### src/rtl/apb_master_bridge.sv
// apb_master_bridge: single-command valid/ready to APB requester (SETUP -> ACCESS)
// Define APB_TIMEOUT_EN to abort ACCESS after TIMEOUT wait cycles with rsp_err.
module apb_master_bridge #(
  parameter int ADDR_W  = 32,
  parameter int DATA_W  = 32,
  parameter int TIMEOUT = 255
) (
  input  logic              pclk,
  input  logic              preset_n,
  input  logic              cmd_valid,
  output logic              cmd_ready,
  input  logic              cmd_write,
  input  logic [ADDR_W-1:0] cmd_addr,
  input  logic [DATA_W-1:0] cmd_wdata,
  input  logic [1:0]        cmd_size,
  output logic              rsp_valid,
  output logic [DATA_W-1:0] rsp_rdata,
  output logic              rsp_err,
  output logic              busy,
  output logic              psel,
  output logic              penable,
  output logic              pwrite,
  output logic [ADDR_W-1:0] paddr,
  output logic [DATA_W-1:0] pwdata,
  output logic [1:0]        p_strobe,
  input  logic              pready,
  input  logic [DATA_W-1:0] prdata
);
  localparam logic [1:0] IDLE   = 2'd0;
  localparam logic [1:0] SETUP  = 2'd1;
  localparam logic [1:0] ACCESS = 2'd2;
  logic [1:0]        state;
  logic [DATA_W-1:0] mask;
  assign cmd_ready = state == IDLE;
  assign busy      = state != IDLE;
  assign mask      = {{8{p_strobe == 2'd3}}, {8{p_strobe[1]}}, {8{p_strobe != 2'd0}}, 8'hff};
`ifdef APB_TIMEOUT_EN
  localparam int CW = ($clog2(TIMEOUT + 1) > 8) ? $clog2(TIMEOUT + 1) : 8;
  logic [CW-1:0] cnt;
  logic          expired;
  assign expired = cnt == CW'(TIMEOUT - 1);
`endif
  always_ff @(posedge pclk) begin
    if (!preset_n) begin
      state     <= IDLE;
      psel      <= 1'b0;
      penable   <= 1'b0;
      pwrite    <= 1'b0;
      paddr     <= '0;
      pwdata    <= '0;
      p_strobe  <= 2'b00;
      rsp_valid <= 1'b0;
      rsp_err   <= 1'b0;
      rsp_rdata <= '0;
`ifdef APB_TIMEOUT_EN
      cnt       <= '0;
`endif
    end else begin
      case (state)
        IDLE: begin
          rsp_valid <= 1'b0;
          rsp_err   <= 1'b0;
          if (cmd_valid) begin
            paddr    <= cmd_addr;
            pwrite   <= cmd_write;
            pwdata   <= cmd_wdata;
            p_strobe <= cmd_size;
            psel     <= 1'b1;
            penable  <= 1'b0;
            state    <= SETUP;
          end
        end
        SETUP: begin
          penable <= 1'b1;
          state   <= ACCESS;
`ifdef APB_TIMEOUT_EN
          cnt     <= '0;
`endif
        end
        ACCESS: begin
          if (pready) begin
            psel      <= 1'b0;
            penable   <= 1'b0;
            state     <= IDLE;
            rsp_valid <= 1'b1;
            rsp_err   <= 1'b0;
            rsp_rdata <= pwrite ? '0 : prdata & mask;
          end
`ifdef APB_TIMEOUT_EN
          else if (expired) begin
            psel      <= 1'b0;
            penable   <= 1'b0;
            state     <= IDLE;
            rsp_valid <= 1'b1;
            rsp_err   <= 1'b1;
            rsp_rdata <= '0;
          end else
            cnt <= cnt + 1'b1;
`endif
        end
        default: state <= IDLE;
      endcase
    end
  end
endmodule

### config.mk
export PLATFORM = sky130hd
export DESIGN_NAME = apb_master_bridge
export DESIGN_NICKNAME = d
export VERILOG_FILES = /design/src/rtl/apb_master_bridge.sv
export SDC_FILE = /design/constraint.sdc
export NUM_CORES = 1
export LEC_CHECK = 0
export CORE_MARGIN = 8
export CORE_UTILIZATION = 39
export CTS_CLUSTER_SIZE = 20
export DETAILED_ROUTE_END_ITERATION = 8
export PLACE_DENSITY_LB_ADDON = 0.15
export SLEW_MARGIN = 20
export SYNTH_ARGS = -nofsm -noshare
export SYNTH_HDL_FRONTEND = slang
export SYNTH_SLANG_ARGS = --single-unit
### constraint.sdc
create_clock -name pclk -period 4.23 [get_ports pclk]
set_input_delay 0.6345 -clock pclk [delete_from_list [all_inputs] [get_ports pclk]]
set_output_delay 0.6345 -clock pclk [all_outputs]
set_load 0.01 [all_outputs]
Word level (Yosys, flattened, before mapping)
Index checks and enable logic that the tools add are counted.
{"block": "word_totals", "regBits": 105, "inputBits": 103, "output_inout_bits": 105, "wordCells": 39}
{"block": "op_classes", "eq_ne": 5, "muxes": 12, "n_bitwise": 1, "n_reduce_logical": 11}
{"cell": "32-bit bitwise AND", "count": 1}
{"cell": "32-bit 2-to-1 mux", "count": 1}
{"cell": "2-bit AND reduction", "count": 4}
{"cell": "1-bit case mux with 2 select lines", "count": 3}
{"cell": "2-bit case mux with 3 select lines", "count": 1}
{"cell": "3-bit AND reduction", "count": 2}
{"cell": "2-bit nonzero test", "count": 3}
{"cell": "2-bit equality test (second input constant)", "count": 2}
{"cell": "1-bit 2-to-1 mux", "count": 4}
{"cell": "2-bit 2-to-1 mux", "count": 2}
{"cell": "2-bit != test (second input constant)", "count": 2}
{"cell": "1-bit case mux with 3 select lines", "count": 1}
{"cell": "3-bit nonzero test", "count": 1}
{"cell": "2-bit by 1-bit equality test with 1-bit output (second input constant)", "count": 1}
{"cell": "2-bit zero test", "count": 1}

Depth between registers and ports, before layout
{"block": "depth", "depth_word": 3, "ltp_mapped": 7, "mapped_depth_nobuf": 4}

Least setup slack after synthesis
OpenSTA, ideal clock, no wires.
{"block": "synth_timing", "kind": "input port to flip-flop", "start": "input port pready", "end": "register rsp_rdata[28]", "setup_time_ns": 0.117, "t_arrival_ns": 1.408, "path_slack_ns": 2.705, "stages": 5, "n_path_buf": 2, "path_cell_list": "and3b_1 buf_2 and3_1 clkbuf_1 a22o_1"}
{"block": "synth_between", "elab_chain_cells": 1}
{"item": "start, declared", "line_no": "26", "text": "input logic pready,"}
{"item": "2-bit AND reduction (no source line)"}
{"item": "end signal, assigned", "line_no": "87", "text": "rsp_rdata <= pwrite ? '0 : prdata & mask;"}
{"item": "end, declared", "line_no": "17", "text": "output logic [DATA_W-1:0] rsp_rdata,"}
No other way between the ends.
A chain may end at the register's enable or synchronous reset.

Final worst setup path
{"block": "layout_timing", "start": "input port pready", "end": "register rsp_rdata[15]"}
The elaborated chain is that of the path after synthesis.

==> results.sh <==
export IMPL_ys_top_cells_by_area="dfxtp_1 62%, a22o_1 22%, nand3_1 3.6%, nand4b_1 2.1%, nand2_1 1.8%"
export IMPL_setup_viol=0
export IMPL_cts_tree="yes"
export IMPL_cap_violations=0
export IMPL_fp_dieH_um=109
export IMPL_cts_resized=0
export IMPL_power_leakage_nw=2.228
export IMPL_fin_area_mm2=0.005653
export IMPL_place_area_mm2=0.005443
export IMPL_rsz0062_at_grt="false"
export IMPL_postCtsSetupRepairBufs=0
export IMPL_power_frac_comb_pct=15.9
export IMPL_synth_edff_count=0
export IMPL_async_flop_share_pct=0
export IMPL_synth_mux_area_share_pct=0
export IMPL_yosysTopAreaCellShare_pct=61.72
export IMPL_drt_total_wl_mm=10.95
export IMPL_place_hpwl_mm=8.105
export IMPL_timing_final_max_slew_violations=0
export IMPL_rows=34
export IMPL_reg2regPathDepth=3
export IMPL_critPathCaptureType="flip-flop"
export IMPL_synth_top_family_by_area="compound AO/OA/AOI/OAI gates"
export IMPL_overflow=0
export IMPL_clockPowerShare_pct=32.1
export IMPL_grt_total_usage_pct=17.86
export IMPL_synthAdderAreaFrac_pct=0
export IMPL_path_class="in -> reg"
export IMPL_ctsRootBufferMaster="clkbuf_8"
export IMPL_synthSimpleGateAreaFrac_pct=10.79
export IMPL_die_area_mm2=0.01188
export IMPL_start_util_pct=39.45
export IMPL_routedWlPerCell_um=18.68
export IMPL_portBuffers=206
export IMPL_whs_ns=0.4589
export IMPL_min_path_cells=2
export IMPL_drc_errors=0
export IMPL_cts_buffers=9
export IMPL_grt_pass1_vias=3081
export IMPL_grt_max_degree=70
export IMPL_first_iter_violations=80
export IMPL_nets=577
export IMPL_worstPathArrival_ns=2.63
export IMPL_p_sw_share_pct=23.09
export IMPL_post_route_min_period_ns=2.382
export IMPL_outcome="complete, no violations"
export IMPL_clockBufferDepth=2
export IMPL_cts_clk_slew_worst_paths_ns=0.10
export IMPL_die_x_um=109
export IMPL_hold_violations=0
export IMPL_area_growth_syn_to_layout_pct=67.58
export IMPL_grt_pass1_wl_mm=16.57
export IMPL_synth_area_mm2=0.003373
export IMPL_vias=2951
export IMPL_synth_area_leader_cell="dfxtp_1"
export IMPL_worst_pin_slew_ns=0.8048
export IMPL_first_pass_iters=4
export IMPL_cts_sinks=104
export IMPL_cp_max_fo=20
export IMPL_synth_common_cells="104 x dfxtp_1, 83 x a22o_1, 24 x nand3_1, 16 x nand2_1, 11 x clkbuf_1"
export IMPL_coreArea_mm2=0.008551
export IMPL_fin_tns_setup_ns=0
export IMPL_peakVddDrop_uv=286.6
export IMPL_synth_compound_area_share_pct=22.81
export IMPL_cp_required_ns=4.47
export IMPL_ys_seq_area_share_pct=61.72
export IMPL_synthDistinctLibCells=27
export IMPL_synth_nets=386
export IMPL_htreeDepth=3
export IMPL_power_density_mw_per_mm2=360.3
export IMPL_avgSynthCellArea_um2=11.92
export IMPL_synth_most_common_cell="dfxtp_1"
export IMPL_p_switching_mw=0.4703
export IMPL_io_pins=208
export IMPL_layout_drive_gt1_share_pct=4.603
export IMPL_ant_nets=0
export IMPL_diodes=0
export IMPL_seqPwrFrac_pct=51.9
export IMPL_viasPerCell=5.036
export IMPL_fin_crit_sh_pct=56.31
export IMPL_synthXorXnorAreaFrac_pct=0
export IMPL_critPathLaunchType="input pin"
export IMPL_fmax_mhz=419.9
export IMPL_place_gp_congestion=0.7481
export IMPL_p_int_mw=1.566
export IMPL_yosysWarnings=0
export IMPL_syn_inst=283
export IMPL_synth_seq_cells=104
export IMPL_slew_headroom_pct=46.18
export IMPL_insertion_delay_ns=0.35
export IMPL_synth_ff_type="dfxtp_1"
export IMPL_antenna_found_initial=0
export IMPL_skew_ns=0.01308
export IMPL_hold_path_class="reg -> reg"
export IMPL_hold_buffers=0
[cell usage in the layout (no fill, tap or decap)]
cell type,count
nor2_1,1
and2_1,1
o21a_1,1
bufinv_16,2
buf_4,2
conb_1,1
and3b_1,3
a21boi_4,1
clkbuf_8,9
a21oi_1,1
nand3_1,24
a31o_2,1
nor4b_4,1
and3_4,1
inv_2,1
dfxtp_1,104
nor2b_1,2
nand2_1,16
clkinv_2,1
nand3b_1,1
a22o_1,83
and3_1,1
clkinv_4,2
clkdlybuf4s50_1,206
nor3b_1,1
clkbuf_1,1
or2_4,1
o211a_1,1
nand4b_1,8
[sequential cells by signal, summed over array words and instances, names as in the netlist]
register	count
paddr	32
pwdata	32
rsp_rdata	32
p_strobe	2
state	2
penable	1
psel	1
pwrite	1
rsp_valid	1
[power groups by stage]
stage / Combinational [mW] / Clock, mW / Sequential [mW]
floorplan: 0.0935 / 0 / 1.10
global placement: 0.323 / 0 / 1.08
detailed placement: 0.326 / 0 / 1.08
CTS: 0.328 / 0.674 / 1.06
global route: 0.345 / 0.708 / 1.06
finish: 0.324 / 0.654 / 1.06
[final cells by class]
type	count	area, µm²
Fill cell	707	2898
Timing Repair Buffer	208	2077
Inverter	1	3.754
Clock buffer	10	127.6
Tap cell	108	135.1
Multi-Input combinational cell	150	1145
Clock inverter	5	82.58
Sequential cell	104	2082
[final timing paths]
kind                              startpoint             to  slack, ns
worst max-delay path                  pready  rsp_rdata[15]       1.85
worst min-delay path            rsp_rdata[6]   rsp_rdata[6]       0.46
worst max register to register      state[0]  rsp_rdata[15]       2.22
worst min register to register  rsp_rdata[6]   rsp_rdata[6]       0.46
[logic make-up (layout without fill, tap and decap cells)]
| kind of cell | after synthesis | after routing |
|---|---|---|
| other cells | 1 | 1 |
| compound gates | 88 | 88 |
| simple gates | 61 | 61 |
| flops | 104 | 104 |
| buf+inv | 29 | 224 |
[routing by layer]
layer / vias up / global-route usage (%) / part of all wire (%)
met1: 1374 / 19.20 / 39
met4: 0 / 7.136 / 2.3
met5: - / 0 / 0
met2: 126 / 29.12 / 47
met3: 18 / 9.279 / 11
li1: 1433 / - / -
[worst max-delay path, cell delays in order]
cell,delay (ns)
clkdlybuf4s50_1,0.50
nand3b_1,0.55
and2_1,0.61
a22o_1,0.31
[through the flow]
stage | power [mW] | util (%) | cells | setup slack, ns
detailed placement | 1.406 | 63.65 | 571 | 1.477
floorplan | 1.192 | - | 283 | 2.705
CTS | 2.061 | 66.11 | 586 | 1.857
global route | 2.117 | 66.11 | 586 | 1.706
finish | 2.037 | 66.11 | 586 | 1.848
global placement | 1.402 | 63.65 | 571 | 1.520
Note: power is estimated with default switching activity, not from simulation.
